$ cat src/rtl/led7seg_pkg.sv
// rtl/led7seg_pkg.sv - shared FSM encoding and segment constants for the 7-segment scanner
package led7seg_pkg;

   localparam logic [2:0] ST_IDLE      = 3'd0;
   localparam logic [2:0] ST_LOAD      = 3'd1;
   localparam logic [2:0] ST_SEND      = 3'd2;
   localparam logic [2:0] ST_WAIT_BUSY = 3'd3;
   localparam logic [2:0] ST_WAIT_DONE = 3'd4;
   localparam logic [2:0] ST_DWELL     = 3'd5;

   // Active-high {g,f,e,d,c,b,a}; listed from F down to 0 so HEX_SEG[n] is digit n.
   localparam logic [15:0][6:0] HEX_SEG = {
      7'h71, 7'h79, 7'h5E, 7'h39, 7'h7C, 7'h77, 7'h6F, 7'h7F,
      7'h07, 7'h7D, 7'h6D, 7'h66, 7'h4F, 7'h5B, 7'h06, 7'h3F
   };

   localparam logic [7:0] SEG_OFF = 8'h00;

endpackage

$ cat src/rtl/led7seg_scan_ctrl_if.sv
// rtl/led7seg_scan_ctrl_if.sv - en/RDY handshake towards the hc595 shift-register driver
interface led7seg_scan_ctrl_if;
   logic        drv_en;
   logic [15:0] drv_data;
   logic        drv_rdy;

   modport master (output drv_en, output drv_data, input drv_rdy);
   modport slave  (input drv_en, input drv_data, output drv_rdy);
endinterface

$ cat src/rtl/led7seg_scan_ctrl_hex_to_7seg.sv
// rtl/led7seg_scan_ctrl_hex_to_7seg.sv - nibble + dp + blank to polarity-adjusted segment byte
module hex_to_7seg
   import led7seg_pkg::*;
#(
   parameter bit ACTIVE_LOW = 1'b1
) (
   input  logic [3:0] nibble_i,
   input  logic       dp_i,
   input  logic       blank_i,
   output logic [7:0] seg_o
);

   logic [7:0] seg_hi;

   always_comb begin
      seg_hi = blank_i ? SEG_OFF : {dp_i, HEX_SEG[nibble_i]};
      seg_o  = ACTIVE_LOW ? (seg_hi ^ 8'hFF) : seg_hi;
   end

endmodule

$ cat src/rtl/led7seg_scan_ctrl.sv
// rtl/led7seg_scan_ctrl.sv - multiplexed 7-segment scanner feeding a 16-bit hc595 driver
module led7seg_scan_ctrl
   import led7seg_pkg::*;
#(
   parameter int N_DIGITS       = 4,
   parameter int DWELL_CYCLES   = 100000,
   parameter bit SEG_ACTIVE_LOW = 1'b1,
   parameter bit DIG_ACTIVE_LOW = 1'b0
) (
   input  logic                  clk,
   input  logic                  rst_n,
   input  logic                  enable_i,
   input  logic [4*N_DIGITS-1:0] digits_i,
   input  logic [N_DIGITS-1:0]   dp_i,
   input  logic [N_DIGITS-1:0]   blank_i,
   led7seg_scan_ctrl_if.master   drv,
   output logic                  frame_done_o,
   output logic [2:0]            cur_digit_o
);

   localparam int CNT_W = $clog2(DWELL_CYCLES + 1);

   logic [2:0]            state_q, state_d;
   logic [2:0]            cur_q, cur_d;
   logic [CNT_W-1:0]      cnt_q, cnt_d;
   logic                  en_q, en_d;
   logic [15:0]           data_q, data_d;
   logic                  frame_q, frame_d;
   logic [4*N_DIGITS-1:0] dig_snap_q, dig_snap_d;
   logic [N_DIGITS-1:0]   dp_snap_q, dp_snap_d;
   logic [N_DIGITS-1:0]   blank_snap_q, blank_snap_d;

   logic [31:0] dig_pad;
   logic [7:0]  dp_pad, blank_pad;
   logic [7:0]  seg_byte, sel_byte;

   // Digit 0 reads the live inputs because its snapshot is written on the same edge.
   always_comb begin
      if (cur_q == 3'd0) begin
         dig_pad   = 32'(digits_i);
         dp_pad    = 8'(dp_i);
         blank_pad = 8'(blank_i);
      end else begin
         dig_pad   = 32'(dig_snap_q);
         dp_pad    = 8'(dp_snap_q);
         blank_pad = 8'(blank_snap_q);
      end
      sel_byte = (8'd1 << cur_q) ^ (DIG_ACTIVE_LOW ? 8'hFF : 8'h00);
   end

   hex_to_7seg #(.ACTIVE_LOW(SEG_ACTIVE_LOW)) u_hex (
      .nibble_i (dig_pad[cur_q*4 +: 4]),
      .dp_i     (dp_pad[cur_q]),
      .blank_i  (blank_pad[cur_q]),
      .seg_o    (seg_byte)
   );

   always_comb begin
      state_d      = state_q;
      cur_d        = cur_q;
      cnt_d        = cnt_q;
      en_d         = 1'b0;
      data_d       = data_q;
      frame_d      = 1'b0;
      dig_snap_d   = dig_snap_q;
      dp_snap_d    = dp_snap_q;
      blank_snap_d = blank_snap_q;

      case (state_q)
         ST_IDLE: begin
            if (enable_i) state_d = ST_LOAD;
         end
         ST_LOAD: begin
            if (cur_q == 3'd0) begin
               dig_snap_d   = digits_i;
               dp_snap_d    = dp_i;
               blank_snap_d = blank_i;
            end
            data_d  = {seg_byte, sel_byte};
            en_d    = drv.drv_rdy;
            state_d = ST_SEND;
         end
         ST_SEND: begin
            // drv_en is a registered one-cycle pulse; leave once it has been shown.
            if (en_q) state_d = ST_WAIT_BUSY;
            else      en_d    = drv.drv_rdy;
         end
         ST_WAIT_BUSY: begin
            if (!drv.drv_rdy) state_d = ST_WAIT_DONE;
         end
         ST_WAIT_DONE: begin
            if (drv.drv_rdy) begin
               cnt_d   = '0;
               state_d = ST_DWELL;
            end
         end
         ST_DWELL: begin
            if (cnt_q == CNT_W'(DWELL_CYCLES - 1)) begin
               if (cur_q == 3'(N_DIGITS - 1)) begin
                  frame_d = 1'b1;
                  cur_d   = 3'd0;
               end else begin
                  cur_d = cur_q + 3'd1;
               end
               state_d = enable_i ? ST_LOAD : ST_IDLE;
            end else begin
               cnt_d = cnt_q + CNT_W'(1);
            end
         end
         default: state_d = ST_IDLE;
      endcase
   end

   always_ff @(posedge clk or negedge rst_n) begin
      if (!rst_n) begin
         state_q      <= ST_IDLE;
         cur_q        <= 3'd0;
         cnt_q        <= '0;
         en_q         <= 1'b0;
         data_q       <= 16'h0000;
         frame_q      <= 1'b0;
         dig_snap_q   <= '0;
         dp_snap_q    <= '0;
         blank_snap_q <= '0;
      end else begin
         state_q      <= state_d;
         cur_q        <= cur_d;
         cnt_q        <= cnt_d;
         en_q         <= en_d;
         data_q       <= data_d;
         frame_q      <= frame_d;
         dig_snap_q   <= dig_snap_d;
         dp_snap_q    <= dp_snap_d;
         blank_snap_q <= blank_snap_d;
      end
   end

   assign drv.drv_en   = en_q;
   assign drv.drv_data = data_q;
   assign frame_done_o = frame_q;
   assign cur_digit_o  = cur_q;

endmodule

$ cat src/flat_wrapper.sv
// flat-port wrapper written by rule: the top's interface ports become plain ports
module led7seg_scan_ctrl_flat import led7seg_pkg::*;
#(
   parameter int N_DIGITS       = 4,
   parameter int DWELL_CYCLES   = 100000,
   parameter bit SEG_ACTIVE_LOW = 1'b1,
   parameter bit DIG_ACTIVE_LOW = 1'b0
)
  (clk, rst_n, enable_i, digits_i, dp_i, blank_i, frame_done_o, cur_digit_o, drv_drv_en, drv_drv_data, drv_drv_rdy);
  led7seg_scan_ctrl_if drv_i ();
  input  logic clk;
  input  logic rst_n;
  input  logic enable_i;
  input  logic [4*N_DIGITS-1:0] digits_i;
  input  logic [N_DIGITS-1:0] dp_i;
  input  logic [N_DIGITS-1:0] blank_i;
  output logic frame_done_o;
  output logic [2:0] cur_digit_o;
  output wire logic [$bits(drv_i.drv_en)-1:0] drv_drv_en;
  output wire logic [$bits(drv_i.drv_data)-1:0] drv_drv_data;
  input wire logic [$bits(drv_i.drv_rdy)-1:0] drv_drv_rdy;
  assign drv_drv_en = drv_i.drv_en;
  assign drv_drv_data = drv_i.drv_data;
  assign drv_i.drv_rdy = drv_drv_rdy;
  led7seg_scan_ctrl #(.N_DIGITS(N_DIGITS), .DWELL_CYCLES(DWELL_CYCLES), .SEG_ACTIVE_LOW(SEG_ACTIVE_LOW), .DIG_ACTIVE_LOW(DIG_ACTIVE_LOW)) u_core (.clk(clk), .rst_n(rst_n), .enable_i(enable_i), .digits_i(digits_i), .dp_i(dp_i), .blank_i(blank_i), .drv(drv_i), .frame_done_o(frame_done_o), .cur_digit_o(cur_digit_o));
endmodule
$ cat config.mk
export PLATFORM = sky130hd
export DESIGN_NAME = led7seg_scan_ctrl_flat
export DESIGN_NICKNAME = d
export VERILOG_FILES = /design/src/rtl/led7seg_pkg.sv /design/src/rtl/led7seg_scan_ctrl_if.sv /design/src/rtl/led7seg_scan_ctrl_hex_to_7seg.sv /design/src/rtl/led7seg_scan_ctrl.sv /design/src/flat_wrapper.sv
export SDC_FILE = /design/constraint.sdc
export NUM_CORES = 1
export LEC_CHECK = 0
export BUFFER_PORTS_ARGS = -buffer_cell sky130_fd_sc_hd__buf_2
export CORE_MARGIN = 2
export CORE_UTILIZATION = 55
export DETAILED_ROUTE_END_ITERATION = 12
export GPL_TIMING_DRIVEN = 0
export PLACE_DENSITY = 0.73
export SYNTH_ARGS = -nofsm -noshare
export SYNTH_HDL_FRONTEND = slang
export SYNTH_SLANG_ARGS = --single-unit
$ cat constraint.sdc
create_clock -name clk -period 8.7 [get_ports clk]
set_input_delay 0.435 -clock clk [delete_from_list [all_inputs] [get_ports clk]]
set_output_delay 0.435 -clock clk [all_outputs]
set_load 0.02 [all_outputs]
# Word level (Yosys, flattened, before mapping)
# Memory sizes are Yosys's and may differ from the RTL's.
# Index checks and enable logic that the tools add are counted.
# op_classes
n_reduce_logical,7
bitwise,1
magnitude_cmp,2
eq_ne,13
mux,25
add_sub_neg,2
shifts,2
# ops
cell,count
17-bit two-way mux,2
17-bit case mux with 2 select lines,1
32-bit by 6-bit indexed part select with 4-bit output,1
3-bit two-way mux,6
3-bit case mux with 6 select lines,1
17-bit by 1-bit adder with 17-bit output (second input constant),1
17-bit == test (second input constant),1
16-bit two-way mux,1
3-bit by 2-bit == test with 1-bit output (second input constant),3
4-bit two-way mux,2
8-bit two-way mux,1
2-bit != test (second input constant),4
8-bit inverter,1
1-bit by 3-bit << shifter with 8-bit output (first input constant),1
1-bit two-way mux,7
7-bit two-way mux,1
1-bit binary-select mux with 3-bit select,2
3-bit == test (second input constant),2
3-bit logical NOT,2
4-bit by 5-bit < comparator with 1-bit output (second input constant),1
5-bit AND reduction,1
3-bit by 4-bit < comparator with 1-bit output (second input constant),1
2-bit by 1-bit != test with 1-bit output (second input constant),2
2-bit AND reduction,2
5 further kinds,5
# word_totals
register_bits,65
output_inout_bits,21
mem_bits_ro,112
memories,1
elab_cells,62
in_bits,28
# memory_table
memory,depth,width,rd,rd_ports_with_merged_regs,wr,line,rtl
(name not given),16,7,1,0,0,led7seg_scan_ctrl_hex_to_7seg.sv:16,"seg_hi = blank_i ? SEG_OFF : {dp_i, HEX_SEG[nibble_i]};"

# Logic depth before layout (Yosys ltp)
# Gate-level depths: netlist (run 1).
# logic_depth
depth_word,7
depth_mapped,14

# Hierarchy
# A second synthesis (run 1) with hierarchy kept.
# unflattened
hier_cells,355
hier_area_um2,3679.8
# modules_own_cells
mod,n_inst,area_per_inst_um2,cells_each,seq_area_each_um2
led7seg_scan_ctrl,1,3400.8,317,1626.6
hex_to_7seg,1,279.0,38,0.0

# Least setup slack after synthesis (run 1)
# Ideal clock, no wire load.
# synth_path
path_kind,register to register
start,"register u_core.cur_q[0], in the netlist u_core.cur_digit_o[0]"
end,"register u_core.data_q[11], in the netlist u_core.drv.drv_data[11]"
arrival_ps,3082
path_slack_ps,5541
path_buffers,3
stages_incl_launch_ff,15
required_ps,8623
cell_sequence,dfrtp_1 > inv_2 > buf_2 > ha_1 > buf_6 > nand2b_4 > buf_6 > mux4_2 > mux2i_4 > nor2_1 > ha_1 > inv_1 > o32ai_1 > mux2i_1 > a21oi_1
# synth_via
elab_chain_len,7
# synth_rtl
element,line,rtl
from (decl),led7seg_scan_ctrl.sv:24,"logic [2:0] cur_q, cur_d;"
from (signal assigned),led7seg_scan_ctrl.sv:127,cur_q <= cur_d;
3-bit logical NOT,led7seg_scan_ctrl.sv:39,if (cur_q == 3'd0) begin
16-bit two-way mux,led7seg_scan_ctrl.sv:39,
32-bit by 6-bit indexed part select with 4-bit output,led7seg_scan_ctrl.sv:52,".nibble_i (dig_pad[cur_q*4 +: 4]),"
memory 16 x 7 bit,--,
7-bit two-way mux (implied by the code),led7seg_scan_ctrl_hex_to_7seg.sv:16,
8-bit two-way mux *,led7seg_scan_ctrl_hex_to_7seg.sv:16,
8-bit inverter (no source line) *,--,
to (signal assigned),led7seg_scan_ctrl.sv:130,data_q <= data_d;
to (decl),led7seg_scan_ctrl.sv:27,"logic [15:0] data_q, data_d;"
# Mark *: on every way between the ends. The rest lies on a longest branch, timed or not. The select of a mux whose other input is x is not followed.
# A chain may end at the register's enable or synchronous reset.

# Final worst setup path (run 1)
# Same ends and word-level chain as after synthesis.

==> results of run 1 <==
synth_stat cells, types with 7 or more instances:
library cell / n / area [sq um]
a21oi_1: 10 / 50.1
buf_2: 7 / 35.0
dfrtp_1: 65 / 1630
ha_1: 11 / 138
mux2_2: 25 / 282
mux2i_1: 9 / 90.1
mux4_2: 8 / 180
nand2_1: 36 / 135
nand3_1: 18 / 90.1
nor2_1: 30 / 113
o21ai_0: 12 / 60.1
registers in the layout (all words and copies together) (netlist names):
register and count:
u_core.dig_snap_q 16, u_core.frame_done_o 1, u_core.cur_digit_o 3, u_core.state_q 3, u_core.blank_snap_q 4, u_core.dp_snap_q 4, u_core.drv.drv_en 1, u_core.drv.drv_data 16
u_core.cnt_q 17
power by group through the flow:
stage | combinational (mW) | clock, mW | sequential [mW]
6_report | 0.330 | 0.290 | 0.480
5_1_grt | 0.372 | 0.311 | 0.495
4_1_cts | 0.333 | 0.296 | 0.478
3_3_place_gp | 0.324 | 0 | 0.476
3_5_place_dp | 0.332 | 0 | 0.483
2_1_floorplan | 0.230 | 0 | 0.488
stage by stage:
step	hold slack (ns)	setup WS [ns]	cell area, sq um	total power [mW]
after global placement	0.447	5.25	3890	0.799
after detailed placement	0.452	5.16	3900	0.816
final	0.185	5.16	4130	1.10
after global routing	0.248	4.87	4130	1.18
after CTS	0.223	5.12	4130	1.11
after floorplan	0.139	5.54	3560	0.718
layout by cell type (no fill, tap or decap), types with 2 or more instances in the layout:
cell and n:
nor2b_1 3, dfrtp_1 65, nor3_1 2, a31oi_1 6, or3_1 5, xnor2_1 4, nand3b_1 4, buf_2 54
or4b_1 2, o22a_1 2, o21ai_1 6, o211ai_1 2, buf_6 2, nand4_1 6, o21ai_0 12, nor3b_1 2
ha_1 11, nand2_1 36, a21oi_1 10, bufinv_16 2, mux2i_1 9, o31ai_1 2, nor2_1 30, inv_2 2
inv_1 6, mux2_2 25, clkbuf_8 12, and3_1 2, o22ai_1 2, xor2_1 5, mux4_2 8, a211oi_1 3
mux2_1 4, mux2i_4 2, nand3_1 18, clkbuf_1 6, nand2b_1 3
worst min-delay path by stage:
stage                                   endpoint  slack (ns)
after floorplan           u_core.blank_snap_q[0]        0.14
after global placement    u_core.drv.drv_data[5]        0.45
after detailed placement  u_core.drv.drv_data[4]        0.45
after CTS                   u_core.dig_snap_q[6]        0.22
after global routing       u_core.dig_snap_q[13]        0.25
final                       u_core.dig_snap_q[6]        0.18
per-layer routing:
metal,wire length [microns],track usage
met1,3620,0.329
met2,3300,0.346
met3,297,0.0472
met4,107,0.0736
met5,0,0
cell type report:
| cell class | instances | area share |
|---|---|---|
| inverters | 9 | 0.00819 |
| flip-flops and latches | 65 | 0.394 |
| well taps | 77 | 0.0234 |
| plain buffers | 14 | 0.0185 |
| clock inverters | 2 | 0.0146 |
| repair buffers | 48 | 0.0588 |
| multi-input cells | 246 | 0.441 |
| clock buffers | 13 | 0.0409 |
worst register-to-register path: stages (launching register included):
cell and delay, ns:
dfrtp_1 0.49, inv_2 0.15, buf_2 0.28, ha_1 0.21, buf_6 0.15, mux2_1 0.35, o21ai_0 0.15, a211oi_1 0.07
a31oi_1 0.55, inv_1 0.21, ha_1 0.29, mux2_1 0.29, mux2i_1 0.15, a21oi_1 0.09
cells by family after synthesis:
kind of cell	count (synthesis)	share of synthesized area
flip-flops	65	0.457
AND/OR/NAND/NOR	126	0.180
buffers and inverters	23	0.0310
adder cells (fa/ha/maj)	11	0.0387
XOR/XNOR	9	0.0222
multiplexers	48	0.180
AO/OA/AOI/OAI	52	0.0904
==> Flow_metrics.wiki, run 1 <==
{| class="wikitable"
! Metric !! Value
|-
| Final ANT Viol Nets || 0
|-
| Sequential share of power || 0.437
|-
| CTS root buffer || clkbuf_8
|-
| Fraction of layout cells with a size suffix above 1 || 0.292
|-
| Number of buffers added by the clock tree synthesis step || 9
|-
| Area of the multi-input gates || roughly 1800 sq um
|-
| Max cap viols || 0
|-
| Clock-pin slew on the worst setup and hold paths || around 0.070 ns
|-
| Largest buffer count on any clock path || 2
|-
| Final cycle utilization of the critical path || 0.407
|-
| # setup viols final || 0
|-
| Maximum number of pins on one net before global-route repair || between 60 and 70
|-
| Sink Count || 65
|-
| Core Util, Final || 0.653
|-
| First-pass detailed-route iteration total || 4
|-
| Clock network fraction of total power || 0.264
|-
| Final Instance Count excl. Fillers || ~470
|-
| Final Slew Violations || 0
|-
| Post-cts hold buffer count || 0
|-
| Launching element type of the critical path || register
|-
| Endpoint of the most critical register-to-register path || u_core.drv.drv_data[11]
|-
| Internal power consumption || ~750 uW
|-
| Worst hold path class || primary input to asynchronous set/reset pin
|-
| Summed negative setup slack over all endpoints || 0 ns
|-
| Cell area after synthesis || between 3000 and 4000 sq um
|-
| Diode insertion count for antenna repair || 0
|-
| Net count of the mapped netlist || 373
|-
| Endpoint of the most critical setup path || u_core.drv.drv_data[11]
|-
| Routed length per placed instance || approximately 15 microns
|-
| Psw || between 300 and 400 uW
|-
| Via count of the first global-routing pass || 2667
|-
| Total Routing Usage GR || 0.227
|-
| Ports placed on the boundary || 49
|-
| Starting density of the core || 0.563
|-
| Clock H-tree levels || 3
|-
| Die height || 84.4 microns
|-
| Fill cell count || ~530
|-
| Max-slew headroom at the worst pin || 0.460
|-
| Number of DRC violations after detailed-routing iteration 0 || 180
|-
| Stages on worst setup path || 13
|-
| Fraction of synthesis flops using an asynchronous set or reset pin || 1.00
|-
| Post-synth EDFFs || 0
|-
| Number of antenna violations at the first check in global routing || 0
|-
| Horizontal die dimension || between 80 and 90 microns
|-
| Growth of design area from synthesis to finish || 16.0%
|-
| Overall via count from detail_route || about 2700
|-
| YS warnings || 0
|-
| Worst setup path class || register to register
|-
| FF-to-FF setup slack || roughly 5.2 ns
|-
| GP Congestion || roughly 0.86
|-
| Insertion delay of the later-clocked pin in the worst-skew pair || between 0.3 and 0.4 ns
|-
| Crit path max-delay family || compound AO/OA/AOI/OAI gates
|-
| Flip-flop and latch area || 1630 sq um
|-
| Post-synthesis cell type count || between 50 and 60
|-
| Port buffer count || 48
|-
| Total detailed-routing wirelength || between 7000 and 8000 microns
|-
| Number of standard cells after synthesis || approximately 330
|-
| Peak clock frequency supported by timing || approximately 280 MHz
|-
| Buffers plus inverters on the worst setup path || 4
|-
| Part of the total power dissipated in combinational logic || 0.300
|-
| Status || complete, no violations
|-
| First-pass GRT wire length || 12900 microns
|-
| Remaining global-route overflow || 0
|-
| Cell Pwr Density || around 270 nW/um^2
|-
| Setup crit end kind || register
|-
| Reg-to-reg critical path startpoint || u_core.cur_digit_o[0]
|-
| Static leakage || around 1.8 nW
|-
| RSZ-0062 raised after global routing || false
|-
| CTS tree || done
|-
| Slowest cell on the critical path || a31oi_1
|-
| Cts repair resizes || 0
|-
| Post-detailed-route DRC marker count || 0
|-
| Placed Instances || between 400 and 500
|-
| Setup repair bufs after CTS || 0
|-
| Per-cell via count in the routed design || ~5.7
|-
| Critical path cell sequence || inv_2, buf_2, ha_1, buf_6, mux2_1, o21ai_0, a211oi_1, a31oi_1, inv_1, ha_1, mux2_1, mux2i_1, a21oi_1
|-
| Final Hold Vio Count || 0
|-
| Core Rows || 29
|-
| Worst path required time || around 9 ns
|-
| Number of nets in the finished design || approximately 430
|-
| Worst R2R Path Depth || 13
|-
| Placeable core region || between 6000 and 7000 sq um
|-
| Crit path DAT || approximately 3.8 ns
|-
| Detailed-placement wirelength estimate || 5280 microns
|-
| Register bit total from synthesis || between 60 and 70
|-
| Crit path launch || u_core.cur_digit_o[0]
|-
| Syn Area/Cell || about 11 sq um
|-
| Clock skew after layout || 0.00707 ns
|-
| Pin slew with the least headroom to its limit || roughly 0.8 ns
|-
| Maximum single-stage delay on the critical path || ~0.55 ns
|-
| Shortest clock period the worst path allows after layout || between 3 and 4 ns
|-
| Sequential share of the synthesized area || 0.457
|-
| Most used DFF post-synth || dfrtp_1
|-
| Largest vdd supply drop || approximately 160 uV
|-
| Die Footprint || between 7000 and 8000 sq um
|-
| Switching power share of the total || 0.318
|-
| Worst Path Max Fanout || 11
|}
Power figures use the tool's default switching activity.
==> run 2: changes to the inputs <==
clock period = 3.6 ns   (was 8.7 ns; I/O delays follow)
==> Flow_metrics.wiki, run 2 (same netlist as run 1, synthesis figures left out) <==
{| class="wikitable"
! Metric !! Value
|-
| Shortest clock period the worst path allows after layout || 3.41 ns (-0.134 ns)
|-
| Static leakage || 1.85 nW (+0.16%)
|-
| Area of the multi-input gates || 1830 sq um (+0.34%)
|-
| Pre-CTS setup slack || 0.0595 ns (-5.10 ns)
|-
| Setup crit end kind || register
|-
| Ports placed on the boundary || 49 (unchanged)
|-
| Crit path DAT || 3.67 ns (-0.08 ns)
|-
| # setup viols final || 0 (unchanged)
|-
| Starting density of the core || 0.563 (unchanged)
|-
| Clock H-tree levels || 3 (unchanged)
|-
| Maximum number of pins on one net before global-route repair || 66 (unchanged)
|-
| Final Hold Vio Count || 0 (unchanged)
|-
| Most common cell after layout, fill and taps aside || dfrtp_1
|-
| Flip-flop and latch area || 1630 sq um (about the same)
|-
| Total Routing Usage GR || 0.228 (+0.000418)
|-
| GP Congestion || 0.864 (unchanged)
|-
| Remaining global-route overflow || 0 (unchanged)
|-
| Summed negative setup slack over all endpoints || 0 ns (unchanged)
|-
| Max cap viols || 0 (unchanged)
|-
| Sink Count || 65 (unchanged)
|-
| RSZ-0062 raised after global routing || false
|-
| Number of buffers added by the clock tree synthesis step || 9 (unchanged)
|-
| Via count of the first global-routing pass || 2667 (unchanged)
|-
| Post-detailed-route DRC marker count || 0 (unchanged)
|-
| Insertion delay of the later-clocked pin in the worst-skew pair || 0.33 ns (about the same)
|-
| Status || complete, no violations
|-
| Number of antenna violations at the first check in global routing || 0 (unchanged)
|-
| Worst hold path class || primary input to register
|-
| Placeable core region || 6310 sq um (unchanged)
|-
| Die height || 84.4 microns (unchanged)
|-
| Diode insertion count for antenna repair || 0 (unchanged)
|-
| Routed length per placed instance || 15.3 microns (-0.66%)
|-
| Number of nets in the finished design || 433 (+0.23%)
|-
| Clock skew after layout || 0.00595 ns (-0.00112 ns)
|-
| First-pass detailed-route iteration total || 4 (unchanged)
|-
| Critical path cell sequence || buf_2, inv_2, ha_1, buf_6, nand2b_4, buf_6, mux4_2, mux2i_4, nor2_1, ha_1, inv_1, o32ai_1, mux2i_1, a21oi_1
|-
| Horizontal die dimension || 84.4 microns (unchanged)
|-
| Largest vdd supply drop || 373 uV (+140%)
|-
| Worst path required time || 3.86 ns (-5.05 ns)
|-
| Maximum single-stage delay on the critical path || 0.54 ns (about the same)
|-
| CTS root buffer || clkbuf_8
|-
| DR WL met3 || 330 microns (+11%)
|-
| Die Footprint || 7130 sq um (unchanged)
|-
| CTS tree || done
|-
| Worst R2R Path Depth || 14 (+1)
|-
| Minimum hold slack || 0.0877 ns (-0.0970 ns)
|-
| Number of flip-flops in the largest register || 17 (unchanged)
|-
| Setup repair bufs after CTS || 0 (unchanged)
|-
| Port buffer count || 48 (unchanged)
|-
| Final Slew Violations || 0 (unchanged)
|-
| Worst Hold Depth || 2
|-
| Crit path max-delay family || multiplexers
|-
| Buffers plus inverters on the worst setup path || 5 (+1)
|-
| Detailed-placement wirelength estimate || 5280 microns (unchanged)
|-
| Largest Register || u_core.cnt_q
|-
| Number of DRC violations after detailed-routing iteration 0 || 146 (-19%)
|-
| Stages on worst setup path || 14 (+1)
|-
| Peak clock frequency supported by timing || 294 MHz (+3.9%)
|-
| Largest buffer count on any clock path || 2 (unchanged)
|-
| Wire length the detailed router placed on met1 || 3540 microns (-2.2%)
|-
| Final setup margin || 0.194 ns (-4.97 ns)
|-
| Per-cell via count in the routed design || 5.69 (-0.36%)
|-
| Top sig layer || met4
|-
| Fill cell count || 526 (unchanged)
|-
| Top library cells by usage in the layout, fill and taps aside || dfrtp_1, buf_2, nand2_1
|-
| Slowest cell on the critical path || mux4_2
|-
| Overall via count from detail_route || 2704 (-0.15%)
|-
| Pin slew with the least headroom to its limit || 0.800 ns (-0.0104 ns)
|-
| Max-slew headroom at the worst pin || 0.466 (+0.00694)
|-
| Total detailed-routing wirelength || 7290 microns (-0.45%)
|-
| Final cycle utilization of the critical path || 0.946 (+0.539)
|-
| Fraction of layout cells with a size suffix above 1 || 0.296 (+0.00429)
|-
| Growth of design area from synthesis to finish || 16.5%
|-
| Final ANT Viol Nets || 0 (unchanged)
|-
| Launching element type of the critical path || register
|-
| Met2 WL || 3310 microns (+0.39%)
|-
| Core Rows || 29 (unchanged)
|-
| First-pass GRT wire length || 13000 microns (+0.22%)
|-
| Worst Path Max Fanout || 10 (-1)
|-
| Worst setup path class || register to register
|-
| Clock-pin slew on the worst setup and hold paths || 0.07 ns (about the same)
|-
| Cell Pwr Density || 641 nW/um^2 (+140%)
|}
-- run 2: changes by cell type in the layout (fill, tap and decap cells not counted), sizes merged --
| cell | previous run | this run |
|---|---|---|
| dlygate4sd3 | 0 | 1 |
-- run 2: cell type report --
| cell class | instances | area share |
|---|---|---|
| plain buffers | 14 | 0.0184 |
| repair buffers | 49 | 0.0610 |
| clock buffers | 13 | 0.0408 |
| multi-input cells | 246 | 0.441 |
| clock inverters | 2 | 0.0145 |
| flip-flops and latches | 65 | 0.393 |
| well taps | 77 | 0.0233 |
| inverters | 9 | 0.00815 |
-- run 2: power breakdown --
part           internal (mW)  leakage [nW]  total (mW)  switching, mW
logic                  0.385         0.926       0.798          0.413
registers              0.985         0.808        1.16          0.174
clock network          0.443         0.116       0.701          0.257
total                   1.81          1.85        2.66          0.845
-- run 2: worst register-to-register path, cell delays in order (launching register included) --
cell and delay (ns):
dfrtp_1 0.42, buf_2 0.28, inv_2 0.12, ha_1 0.21
buf_6 0.14, nand2b_4 0.10, buf_6 0.18, mux4_2 0.55
mux2i_4 0.26, nor2_1 0.15, ha_1 0.34, inv_1 0.04
o32ai_1 0.26, mux2i_1 0.12, a21oi_1 0.16
-- run 2: final timing paths --
check / start / to / slack (ns)
worst max-delay path: u_core.cur_digit_o[1] / u_core.drv.drv_data[11] / 0.19
worst min-delay path: digits_i[7] / u_core.dig_snap_q[7] / 0.09
worst max register to register: u_core.cur_digit_o[1] / u_core.drv.drv_data[11] / 0.19
worst min register to register: u_core.drv.drv_data[4] / u_core.drv.drv_data[4] / 0.46
max in group asynchronous: rst_n / u_core.cur_digit_o[0] / 2.55
min in group asynchronous: rst_n / u_core.dig_snap_q[6] / 0.47
-- run 2: what timing repair did --
action | 4_1_cts | 5_1_grt
endpoints found under the hold margin | 65 | 0
setup endpoints to repair | 0 | 4
resized for setup | 0 | 2
hold buffers | 1 | 0
-- run 2: stage by stage --
step	utilization	power [mW]	instance area, sq um	std cells
finish	0.656	2.66	4140	475
CTS	0.655	2.68	4140	475
global placement	0.617	1.93	3890	459
global route	0.656	2.85	4140	475
detailed placement	0.617	1.97	3900	459
floorplan	-	1.74	3560	334
-- run 2: metal layers --
| layer | up-vias | global-route usage |
|---|---|---|
| li1 | 1319 | - |
| met1 | 1299 | 0.331 |
| met2 | 75 | 0.346 |
| met3 | 11 | 0.0472 |
| met4 | 0 | 0.0736 |
| met5 | - | 0 |
